[config.mk]
export PLATFORM = sky130hd
export DESIGN_NAME = mem_arbiter
export DESIGN_NICKNAME = d
export VERILOG_FILES = /design/src/rtl/mem_arb_pkg.sv /design/src/rtl/arb_rr2.sv /design/src/rtl/mem_arbiter.sv
export SDC_FILE = /design/constraint.sdc
export NUM_CORES = 1
export LEC_CHECK = 0
export ABC_CLOCK_PERIOD_IN_PS = 5600
export BUFFER_PORTS_ARGS = -buffer_cell sky130_fd_sc_hd__buf_2
export CAP_MARGIN = 40
export CORE_MARGIN = 5
export CORE_UTILIZATION = 30
export DETAILED_ROUTE_END_ITERATION = 7
export HOLD_SLACK_MARGIN = 0.08
export PLACE_DENSITY_LB_ADDON = 0.05
export SETUP_SLACK_MARGIN = 0.05
export SLEW_MARGIN = 25
export SYNTH_ARGS = -nofsm -noshare
export SYNTH_HDL_FRONTEND = slang
export SYNTH_HIERARCHICAL = 1
export SYNTH_SLANG_ARGS = --single-unit
[constraint.sdc]
create_clock -name clk -period 5.6 [get_ports clk]
set_clock_uncertainty 0.1 [all_clocks]
set_input_delay 0.56 -clock clk [delete_from_list [all_inputs] [get_ports clk]]
set_output_delay 0.56 -clock clk [all_outputs]
set_load 0.01 [all_outputs]
[src/rtl/mem_arb_pkg.sv]
// -----------------------------------------------------------------------------
// mem_arb_pkg
// Shared definitions for the two-port memory arbiter: FSM state encoding,
// requester port identifiers and the write-mask value that denotes a read.
// -----------------------------------------------------------------------------
package mem_arb_pkg;

    typedef enum logic [1:0] {
        ARB_IDLE   = 2'd0,  // no access in flight
        ARB_ACCESS = 2'd1,  // mem_* outputs present one access
        ARB_RESP   = 2'd2   // memory data valid, ack to the granted port
    } arb_state_e;

    localparam logic PORT_CPU = 1'b0;  // processor memory port
    localparam logic PORT_AUX = 1'b1;  // loader / debug master

    localparam logic [3:0] WMASK_READ = 4'b0000;

endpackage : mem_arb_pkg

[src/rtl/arb_rr2.sv]
// -----------------------------------------------------------------------------
// arb_rr2
// Combinational two-way round-robin picker.
//
// Ports:
//   eligible[1:0]  in   one bit per port, 1 = port may be granted now
//   last           in   port granted most recently
//   valid          out  at least one port is eligible
//   winner         out  selected port (meaningful only when valid=1)
// -----------------------------------------------------------------------------
module arb_rr2
    import mem_arb_pkg::*;
(
    input  logic [1:0] eligible,
    input  logic       last,
    output logic       valid,
    output logic       winner
);

    always_comb begin
        valid  = |eligible;
        winner = PORT_CPU;
        if (eligible == 2'b11) begin
            // Contention: the port that did not win last time goes first.
            winner = ~last;
        end else if (eligible[PORT_AUX]) begin
            winner = PORT_AUX;
        end
    end

endmodule : arb_rr2

[src/rtl/mem_arbiter.sv]
// -----------------------------------------------------------------------------
// mem_arbiter
// Shares one single-ported Memory between two requesters with round-robin
// fairness. Each access takes an ACCESS cycle (registered strobe/mask to the
// Memory) followed by a RESP cycle (one-cycle ack, read data valid). A waiting
// port is granted straight out of RESP, so two busy ports get one access
// every two cycles.
//
// Ports:
//   clk, rst                  clock, asynchronous active-high reset
//   m0_* / m1_*               requester ports: req/addr/wmask/wdata in,
//                             rdata/ack out (wmask=0 means read)
//   mem_addr, mem_rstrb,      registered Memory request outputs
//   mem_wmask, mem_wdata
//   mem_rdata                 Memory read data, valid the cycle after rstrb
// -----------------------------------------------------------------------------
module mem_arbiter
    import mem_arb_pkg::*;
#(
    parameter int ADDR_W = 32,
    parameter int DATA_W = 32
) (
    input  logic              clk,
    input  logic              rst,

    input  logic              m0_req,
    input  logic [ADDR_W-1:0] m0_addr,
    input  logic [3:0]        m0_wmask,
    input  logic [DATA_W-1:0] m0_wdata,
    output logic [DATA_W-1:0] m0_rdata,
    output logic              m0_ack,

    input  logic              m1_req,
    input  logic [ADDR_W-1:0] m1_addr,
    input  logic [3:0]        m1_wmask,
    input  logic [DATA_W-1:0] m1_wdata,
    output logic [DATA_W-1:0] m1_rdata,
    output logic              m1_ack,

    output logic [ADDR_W-1:0] mem_addr,
    output logic              mem_rstrb,
    output logic [3:0]        mem_wmask,
    output logic [DATA_W-1:0] mem_wdata,
    input  logic [DATA_W-1:0] mem_rdata
);

    arb_state_e        state_q, state_d;
    logic              grant_q, grant_d;
    logic              last_q, last_d;
    logic [ADDR_W-1:0] mem_addr_q, mem_addr_d;
    logic              mem_rstrb_q, mem_rstrb_d;
    logic [3:0]        mem_wmask_q, mem_wmask_d;
    logic [DATA_W-1:0] mem_wdata_q, mem_wdata_d;
    logic              m0_ack_q, m0_ack_d;
    logic              m1_ack_q, m1_ack_d;

    logic [1:0]        eligible;
    logic              pick_valid;
    logic              pick_winner;

    // In RESP the port being acked still holds req this cycle; masking it out
    // keeps it from being re-granted before it has seen its own ack.
    always_comb begin
        eligible = 2'b00;
        case (state_q)
            ARB_IDLE: begin
                eligible[PORT_CPU] = m0_req;
                eligible[PORT_AUX] = m1_req;
            end
            ARB_RESP: begin
                eligible[PORT_CPU] = m0_req && (grant_q != PORT_CPU);
                eligible[PORT_AUX] = m1_req && (grant_q != PORT_AUX);
            end
            default: eligible = 2'b00;
        endcase
    end

    arb_rr2 u_rr2 (
        .eligible (eligible),
        .last     (last_q),
        .valid    (pick_valid),
        .winner   (pick_winner)
    );

    always_comb begin
        // NOTE: every signal written here gets a default first, so no path
        // through the case leaves one unassigned and no latch is inferred.
        state_d     = state_q;
        grant_d     = grant_q;
        last_d      = last_q;
        mem_addr_d  = mem_addr_q;
        mem_wdata_d = mem_wdata_q;
        mem_rstrb_d = 1'b0;
        mem_wmask_d = WMASK_READ;
        m0_ack_d    = 1'b0;
        m1_ack_d    = 1'b0;

        case (state_q)
            ARB_ACCESS: begin
                // Strobe/mask drop back to their defaults; addr/wdata hold.
                state_d  = ARB_RESP;
                m0_ack_d = (grant_q == PORT_CPU);
                m1_ack_d = (grant_q == PORT_AUX);
            end
            ARB_IDLE, ARB_RESP: begin
                if (pick_valid) begin
                    state_d = ARB_ACCESS;
                    grant_d = pick_winner;
                    last_d  = pick_winner;
                    if (pick_winner == PORT_AUX) begin
                        mem_addr_d  = m1_addr;
                        mem_wdata_d = m1_wdata;
                        mem_wmask_d = m1_wmask;
                        mem_rstrb_d = (m1_wmask == WMASK_READ);
                    end else begin
                        mem_addr_d  = m0_addr;
                        mem_wdata_d = m0_wdata;
                        mem_wmask_d = m0_wmask;
                        mem_rstrb_d = (m0_wmask == WMASK_READ);
                    end
                end else begin
                    state_d = ARB_IDLE;
                end
            end
            default: state_d = ARB_IDLE;
        endcase
    end

    // NOTE: registers use non-blocking assignments so every flop samples the
    // pre-edge value of the others regardless of statement order.
    always_ff @(posedge clk or posedge rst) begin
        if (rst) begin
            state_q     <= ARB_IDLE;
            grant_q     <= PORT_CPU;
            last_q      <= PORT_AUX;  // port 0 wins the first tie
            mem_addr_q  <= '0;
            mem_rstrb_q <= 1'b0;
            mem_wmask_q <= WMASK_READ;
            mem_wdata_q <= '0;
            m0_ack_q    <= 1'b0;
            m1_ack_q    <= 1'b0;
        end else begin
            state_q     <= state_d;
            grant_q     <= grant_d;
            last_q      <= last_d;
            mem_addr_q  <= mem_addr_d;
            mem_rstrb_q <= mem_rstrb_d;
            mem_wmask_q <= mem_wmask_d;
            mem_wdata_q <= mem_wdata_d;
            m0_ack_q    <= m0_ack_d;
            m1_ack_q    <= m1_ack_d;
        end
    end

    assign mem_addr  = mem_addr_q;
    assign mem_rstrb = mem_rstrb_q;
    assign mem_wmask = mem_wmask_q;
    assign mem_wdata = mem_wdata_q;
    assign m0_ack    = m0_ack_q;
    assign m1_ack    = m1_ack_q;

    // Read data is only meaningful in the requester's ack cycle.
    assign m0_rdata  = mem_rdata;
    assign m1_rdata  = mem_rdata;

endmodule : mem_arbiter

==> Yosys cells after proc, flatten, opt, wreduce, memory -nomap -nowiden <==
Cells that the tools add are included.
{ "word_totals": {"reg_bits": 75, "input_bits": 172, "output_inout_bits": 135, "elab_cells": 37} }
{ "classes": {"n_eq_ne": 3, "mux": 15, "bitwise_logic": 2, "n_reduce_logical": 8} }
{ "ops": {"columns": ["op", "n"], "rows": [
  ["32-bit two-way mux", 2],
  ["4-bit two-way mux", 3],
  ["4-bit zero test", 2],
  ["1-bit two-way mux", 8],
  ["2-bit one-hot mux with 2 select lines", 2],
  ["2-bit equality test (second input constant)", 2],
  ["2-bit OR reduction", 2],
  ["2-bit by 1-bit equality test with 1-bit output (second input constant)", 1],
  ["1-bit logical AND", 2],
  ["2-bit zero test", 1],
  ["1-bit inverter", 2],
  ["2-bit AND reduction", 1]
]} }

==> Depth between registers and ports, before layout <==
Gate-level depths: netlist (run 1).
{ "logic_depth": {"word_depth": 8, "ltp_mapped": 8, "mapped_depth_nobuf": 6} }

==> Modules after synthesis <==
Netlist (run 1), hierarchy kept.
{ "modules_own_cells": {"columns": ["mod", "n_inst", "cells_each", "area_each_um2"], "rows": [
  ["mem_arbiter", 1, 309, 4205.3],
  ["arb_rr2", 1, 2, 13.8]
]} }

==> Least setup slack after synthesis (run 1) <==
OpenSTA, ideal clock, no wires.
{ "synth_path": {"kind": "input to register", "startpoint": "input m1_req", "endpoint": "register mem_wdata_q[10], in the netlist mem_wdata[10]", "setup_time_ns": 0.125, "t_arrival_ns": 1.944, "t_required_ns": 5.375, "path_slack_ns": 3.430, "stages": 7, "path_buffers": 2, "cell_sequence": "inv_1 > a211oi_1 > a21boi_1 > buf_6 > buf_2 > mux2_2 > mux2_4"} }
{ "synth_between": {"elab_chain_cells": 5, "word_cells_on_any_way": 8, "classes_between": "eq/ne (1); mux (4); reduce/logical (3)"} }
{ "synth_lines": {"columns": ["element", "line_no", "rtl"], "rows": [
  ["from (decl)", "mem_arbiter.sv:33", "input logic m1_req,"],
  ["1-bit logical AND", "mem_arbiter.sv:72", "eligible[PORT_AUX] = m1_req && (grant_q != PORT_AUX);"],
  ["2-bit one-hot mux with 2 select lines (*)", "mem_arbiter.sv:65", "case (state_q)"],
  ["net eligible[1]", "mem_arbiter.sv:57", "logic [1:0] eligible;"],
  ["2-bit equality test / 1-bit two-way mux (equally long branches)", "arb_rr2.sv:23, arb_rr2.sv:26", null],
  ["1-bit two-way mux (*)", "arb_rr2.sv:23", "if (eligible == 2'b11) begin"],
  ["net pick_winner", "mem_arbiter.sv:59", "logic pick_winner;"],
  ["32-bit two-way mux (*)", "mem_arbiter.sv:110", "if (pick_winner == PORT_AUX) begin"],
  ["to (signal assigned)", "mem_arbiter.sv:149", "mem_wdata_q <= mem_wdata_d;"],
  ["to (decl)", "mem_arbiter.sv:53", "logic [DATA_W-1:0] mem_wdata_q, mem_wdata_d;"]
]} }
The timed path passes the listed nets; every way through them passes the cells marked *.
A chain may end at the register's enable or synchronous reset.

==> Worst setup path after layout (run 1) <==
{ "layout_path": {"startpoint": "register grant_q", "endpoint": "register mem_wdata_q[1], in the netlist mem_wdata[1]"} }
{ "layout_between": {"elab_chain_cells": 6, "word_cells_on_any_way": 10, "classes_between": "eq/ne (1); mux (4); bitwise (1); reduce/logical (4)"} }
{ "layout_lines": {"columns": ["element", "line_no", "rtl"], "rows": [
  ["from (decl)", "mem_arbiter.sv:48", "logic grant_q, grant_d;"],
  ["from (signal assigned)", "mem_arbiter.sv:144", "grant_q <= grant_d;"],
  ["1-bit inverter (*)", "mem_arbiter.sv:72", null],
  ["1-bit logical AND (*)", "mem_arbiter.sv:72", null],
  ["2-bit one-hot mux with 2 select lines (*)", "mem_arbiter.sv:65", null],
  ["net eligible[1]", "mem_arbiter.sv:57", null],
  ["2-bit equality test / 1-bit two-way mux (equally long branches)", "arb_rr2.sv:23, arb_rr2.sv:26", null],
  ["1-bit two-way mux (*)", "arb_rr2.sv:23", null],
  ["net pick_winner", "mem_arbiter.sv:59", null],
  ["32-bit two-way mux (*)", "mem_arbiter.sv:110", null]
]} }
Marks and branches as above.

==> results.py, run 1 <==
metrics = {
    "routing": {
        "drc_errors": 0,
        "finalWirelength_mm": 10.6,
        "ant_nets": 0,
        "route.detailed.wl_per_inst_um": 16.4,
        "viasPerCell": 4.26,
        "vias": 2745,
        "dr.pass1.iters": 4,
        "drtIter0Drc": 69,
    },
    "timing": {
        "fin_setup_tns_ns": 0,
        "finalSetupViolCount": 0,
        "post-route-min-period_ns": 2.75,
        "grt_setup_unrepaired": "no",
        "max_freq_mhz": 364,
        "slew_headroom_pct": 47.7,
        "fin_crit_sh_pct": 49.1,
        "tightest_slew_ns": 0.783,
        "finalHoldViolations": 0,
        "slew_violations": 0,
    },
    "cts": {
        "cts_buffer_depth": 2,
        "postCtsHoldBufs": 0,
        "cts_sinks": 75,
        "clk_pin_slew_worst_paths_ns": 0.06,
        "tritoncts": "done",
        "cts.repair.resized": 0,
        "post-cts-setup-buffers": 0,
        "insertion_delay_ns": 0.33,
        "numCtsBuffers": 9,
        "ctsRootBufferMaster": "clkbuf_16",
        "htreeDepth": 3,
    },
    "setup_path": {
        "cp.required_ns": 5.71,
        "critPathArrivalTime_ns": 2.86,
        "startpoint_type": "flop",
        "crit_type": "reg2reg",
        "cp_max_fo": 27,
        "end_kind": "flop",
    },
    "die": {
        "num_rows": 43,
        "ioPinCount": 307,
        "die_w_um": 129,
        "die_area_mm2": 0.0165,
        "core-area_mm2": 0.0138,
        "die-height_um": 129,
        "start_util_pct": 30.5,
    },
    "place": {
        "place.gp.congestion": 0.756,
        "portBuffers": 210,
        "dpl.hpwl_mm": 8.18,
    },
    "finish": {
        "fin_util_pct": 38.2,
        "syn2layout_area_growth_pct": 25.2,
        "final_cell_mix": "buf_2, mux2_2, dfrtp_1, mux2_4, clkbuf_16",
        "final_common_cell": "buf_2",
        "num-nets-final": 631,
        "antenna_cells": 0,
        "drive_gt1_share_pct": 78.0,
    },
    "global_route": {
        "grtUsageTotal_pct": 12.7,
        "grt_overflow": 0,
        "antenna_found_initial": 0,
        "grt_pass1_wl_mm": 16.1,
        "grt_pass1_vias": 3172,
        "grt_max_degree": 47,
    },
    "synth": {
        "synth_nets": 483,
        "syn_inst": 311,
        "synth-seq-cells": 75,
        "syn_area_mm2": 0.00422,
        "synth_cell_type_count": 22,
        "yosysWarningCount": 6,
        "ys_seq_area_share_pct": 44.5,
        "avgSynthCellArea_um2": 13.6,
    },
    "power_and_ir_drop": {
        "power_density_mw_per_mm2": 552,
        "leakage_nw": 2.60,
        "peakVddDrop_mv": 0.158,
    },
    "min_path": {
        "hold_path.class": "in2async",
    },
    "flow_run": {
        "maxCapViolCount": 0,
    },
    "run_status": {
        "status": "complete, no violations",
    },
}
## cells in the mapped netlist (all sizes together)
library cell    n  area (um2)
mux2i           4        40.0
a21boi          1        7.51
or4             2        15.0
nor2            4        15.0
or3b            1        8.76
dfrtp          74        1850
nand3b          1        7.51
or2             1        6.26
mux2          128        1540
inv             6        22.5
buf            79         612
nor2b           1        6.26
o22ai           1        6.26
dfstp           1        26.3
and2            2        12.5
nand2b          1        13.8
a211oi          2        15.0
o21ai           2        10.0
## cell type report
class	instances	area (um2)
Fill cell	1374	8540
Inverter	6	25.0
Clock buffer	15	278
Clock inverter	1	30.0
Multi-Input combinational cell	151	1720
Timing Repair Buffer	216	1130
Sequential cell	75	1880
Tap cell	180	225
## sequential cells by signal, summed over array words and instances, names as in the netlist
signal     count
grant_q        1
m0_ack         1
last_q         1
mem_rstrb      1
mem_wmask      4
m1_ack         1
state_q        2
mem_wdata     32
mem_addr      32
## per-layer routing
metal | vias to the layer above | global-route usage (%) | part of all wire (%)
met5 | - | 0 | 0
met4 | 0 | 8.40 | 4.4
met3 | 51 | 4.48 | 11
met2 | 136 | 21.3 | 49
met1 | 1254 | 13.5 | 36
li1 | 1304 | - | -
## path summary, 6_finish.rpt
path | endpoint | startpoint | slack, ns | depth (start not counted)
worst min-delay path | mem_addr[16] | rst | 0.21 | 3
max in group asynchronous | last_q | rst | 4.56 | 4
worst min register to register | state_q[1] | state_q[1] | 0.38 | 1
worst max-delay path | mem_wdata[1] | grant_q | 2.85 | 5
worst max register to register | mem_wdata[1] | grant_q | 2.85 | 5
min in group clk | state_q[1] | state_q[1] | 0.38 | 1
## cell families (layout without fill, tap and decap cells)
family	Yosys count	after routing	synth area share, %
DFF	75	75	44.5
AOI/OAI and AO/OA	6	6	0.919
buffers and inverters	85	238	15.0
and+or+nand+nor	13	13	2.02
muxes	132	132	37.5
## where the power goes
| part | switching, mW | total [mW] | leakage [nW] | internal, mW |
|---|---|---|---|---|
| Sequential | 0.132 | 0.952 | 0.890 | 0.819 |
| Combinational | 0.603 | 1.38 | 1.56 | 0.774 |
| Clock | 0.206 | 0.588 | 0.150 | 0.382 |
## per-stage QoR
step | hold slack, ns | setup slack, ns | instances | cell area [um2] | power (mW)
after floorplan | 0.342 | 3.03 | 311 | 4220 | 1.97
after global placement | 0.387 | 2.47 | 626 | 4930 | 2.35
after detailed placement | 0.379 | 2.59 | 628 | 4970 | 2.37
after CTS | 0.214 | 2.83 | 644 | 5280 | 2.99
after global routing | 0.238 | 2.68 | 644 | 5280 | 3.12
final | 0.207 | 2.85 | 644 | 5280 | 2.92
## critical path, stage by stage, from the launching register on
cell	delay, ns
dfrtp_1	0.40
a211oi_1	0.30
a21boi_4	0.70
buf_4	0.46
mux2_2	0.39
mux2_2	0.26
Note: power is estimated with default switching activity, not from simulation.
==> run 2: changes to the inputs <==
--- a/config.mk
+++ b/config.mk
@@ -5,7 +5,8 @@
 export SDC_FILE = /design/constraint.sdc
 export NUM_CORES = 1
 export LEC_CHECK = 0
-export ABC_CLOCK_PERIOD_IN_PS = 5600
+export ABC_AREA = 1
+export ABC_CLOCK_PERIOD_IN_PS = 2500
 export BUFFER_PORTS_ARGS = -buffer_cell sky130_fd_sc_hd__buf_2
 export CAP_MARGIN = 40
 export CORE_MARGIN = 5
==> constraint.sdc (replaced) <==
create_clock -name clk -period 2.5 [get_ports clk]
set_clock_uncertainty 0.1 [all_clocks]
set_input_delay 0.25 -clock clk [delete_from_list [all_inputs] [get_ports clk]]
set_output_delay 0.25 -clock clk [all_outputs]
set_load 0.01 [all_outputs]
==> run 2 against run 1 <==
  * Final cell count grew 41%
  * Largest cell class unchanged
  * Worst setup slack lost 2.3 ns
  * Core utilization grew 2.9 points
  * Clock power grew 97%
  * Sequential cell count is the same
==> results.py, run 2 <==
metrics = {
    "run_status": {
        "status": "complete, no violations",
    },
    "die": {
        "start_util_pct": 30.5,
        "die-height_um": 132,
        "core-area_mm2": 0.0145,
        "die_w_um": 132,
        "ioPinCount": 307,
        "die_area_mm2": 0.0173,
        "num_rows": 44,
    },
    "cts": {
        "ctsRootBufferMaster": "clkbuf_16",
        "cts_sinks": 75,
        "post-cts-setup-buffers": 0,
        "tritoncts": "done",
        "numCtsBuffers": 9,
        "cts_buffer_depth": 2,
        "htreeDepth": 3,
        "clk_pin_slew_worst_paths_ns": 0.05,
        "insertion_delay_ns": 0.32,
        "postCtsHoldBufs": 51,
        "cts.repair.resized": 0,
    },
    "finish": {
        "syn2layout_area_growth_pct": 34.6,
        "num-nets-final": 893,
        "final_area_mm2": 0.00597,
        "fin_util_pct": 41.1,
        "final_cell_mix": "buf_2, nand2_1, dfrtp_1, inv_1, o211ai_2",
        "final_common_cell": "buf_2",
        "nFillCells": 1493,
        "antenna_cells": 0,
        "drive_gt1_share_pct": 40.8,
    },
    "timing": {
        "max_freq_mhz": 520,
        "slew_violations": 0,
        "slew_headroom_pct": 49.9,
        "fin_setup_tns_ns": 0,
        "fin_crit_sh_pct": 76.9,
        "post-route-min-period_ns": 1.92,
        "finalSetupViolCount": 0,
        "grt_setup_unrepaired": "no",
        "tightest_slew_ns": 0.752,
        "finalHoldViolations": 0,
    },
    "power_and_ir_drop": {
        "pwr-share-seq_pct": 32.9,
        "leakage_nw": 3.47,
        "p_int_mw": 3.75,
        "switching_power_mw": 2.74,
        "p_clk_share_pct": 17.9,
        "peakVddDrop_mv": 0.683,
        "power_density_mw_per_mm2": 1090,
        "combPwrFrac_pct": 49.2,
        "p_sw_share_pct": 42.2,
    },
    "setup_path": {
        "cp_max_fo": 69,
        "crit_type": "reg2reg",
        "cp.required_ns": 2.66,
        "end_kind": "flop",
        "critPathArrivalTime_ns": 2.08,
        "startpoint_type": "flop",
    },
    "synth": {
        "synthAdderAreaFrac_pct": 0,
        "synth-simple-area-share_pct": 19.1,
        "synthArstFlopShare_pct": 100,
        "synth_mux_area_share_pct": 0,
        "syn_inst": 528,
        "synth_compound_area_share_pct": 17.6,
        "synth_edf_count": 0,
        "synth_cell_type_count": 18,
        "synth_top_family_by_area": "buffers and inverters",
        "yosys-top-cells-count": "nand2_1, dfrtp_1, inv_1",
        "synth-seq-cells": 75,
        "avgSynthCellArea_um2": 8.39,
        "ys_seq_area_share_pct": 42.4,
        "ys.flop_type": "dfrtp_1",
        "yosysWarningCount": 6,
        "yosys.area.top_type_share_pct": 41.8,
        "syn_area_mm2": 0.00443,
        "synth_xor_area_share_pct": 0,
        "synth_nets": 700,
        "yosysMostFrequentCell": "nand2_1",
        "ys_top_cells_by_area": "dfrtp_1, nand2_1, o211ai_2",
        "yosysTopAreaCell": "dfrtp_1",
    },
    "place": {
        "dpl.hpwl_mm": 8.89,
        "portBuffers": 210,
        "place.gp.congestion": 0.754,
        "place_area_mm2": 0.00518,
    },
    "routing": {
        "drtIter0Drc": 134,
        "route.detailed.wl_per_inst_um": 13.4,
        "viasPerCell": 4.16,
        "drc_errors": 0,
        "vias": 3790,
        "ant_nets": 0,
        "dr.pass1.iters": 4,
        "finalWirelength_mm": 12.2,
    },
    "global_route": {
        "grt_overflow": 0,
        "grt_pass1_wl_mm": 20.3,
        "grt_max_degree": 70,
        "grtUsageTotal_pct": 14.0,
        "grt_pass1_vias": 4055,
        "antenna_found_initial": 1,
    },
    "min_path": {
        "hold_path.class": "in2reg",
    },
    "flow_run": {
        "maxCapViolCount": 0,
    },
}
## run 2: per-stage QoR
stage / std cells / power (mW) / setup WS (ns) / hold WS [ns]
after detailed placement: 842 / 5.37 / 0.566 / 0.243
final: 910 / 6.49 / 0.578 / 0.0859
after CTS: 909 / 6.64 / 0.557 / 0.0803
after floorplan: 528 / 4.32 / 0.242 / 0.298
after global placement: 842 / 5.34 / 0.618 / 0.241
after global routing: 910 / 7.07 / 0.390 / 0.0868
## run 2: kinds of logic after synthesis
| family | Yosys count |
|---|---|
| simple gates | 222 |
| buf+inv | 162 |
| flops | 75 |
| compound gates | 69 |
## run 2: cell type report
type                       instances  area [um2]  area share [%]
inverter                          70         268            4.49
timing repair buffer             274        1700            28.5
tap                              184         230            3.86
clock inverter                     3        15.0           0.252
clock buffer                      13         250            4.19
multi-input combinational        291        1630            27.3
sequential                        75        1880            31.5
## run 2: worst paths after layout
check                            start           end  slack [ns]  cells past startpoint
max in group asynchronous          rst  mem_wdata[0]        1.27                      4
min reg2reg                    grant_q        m0_ack        0.36                      1
max                            grant_q  mem_addr[25]        0.58                      7
min in group asynchronous          rst  mem_wdata[3]        0.40                      3
min                        m1_addr[24]  mem_addr[24]        0.09                      3
max reg2reg                    grant_q  mem_addr[25]        0.58                      7
## run 2: critical path: stages, from the launching register on
cell,delay (ns)
dfrtp_1,0.38
inv_1,0.11
a21oi_1,0.09
or2_1,0.23
nand2_2,0.08
buf_4,0.57
nand2_1,0.13
nand2_1,0.10
## run 2: power groups by stage
stage	Clock (mW)	Combinational, mW	Sequential [mW]
final	1.16	3.19	2.14
after global routing	1.27	3.60	2.21
after CTS	1.21	3.29	2.14
after detailed placement	0	3.23	2.14
after global placement	0	3.18	2.16
after floorplan	0	1.91	2.40
## run 2: per-layer routing
layer / vias up / routed length, um / track usage (%)
li1: 1961 / - / -
met3: 20 / 1060 / 5.89
met1: 1670 / 5340 / 17.4
met5: - / 13 / 0
met2: 137 / 5650 / 22.7
met4: 2 / 140 / 3.54
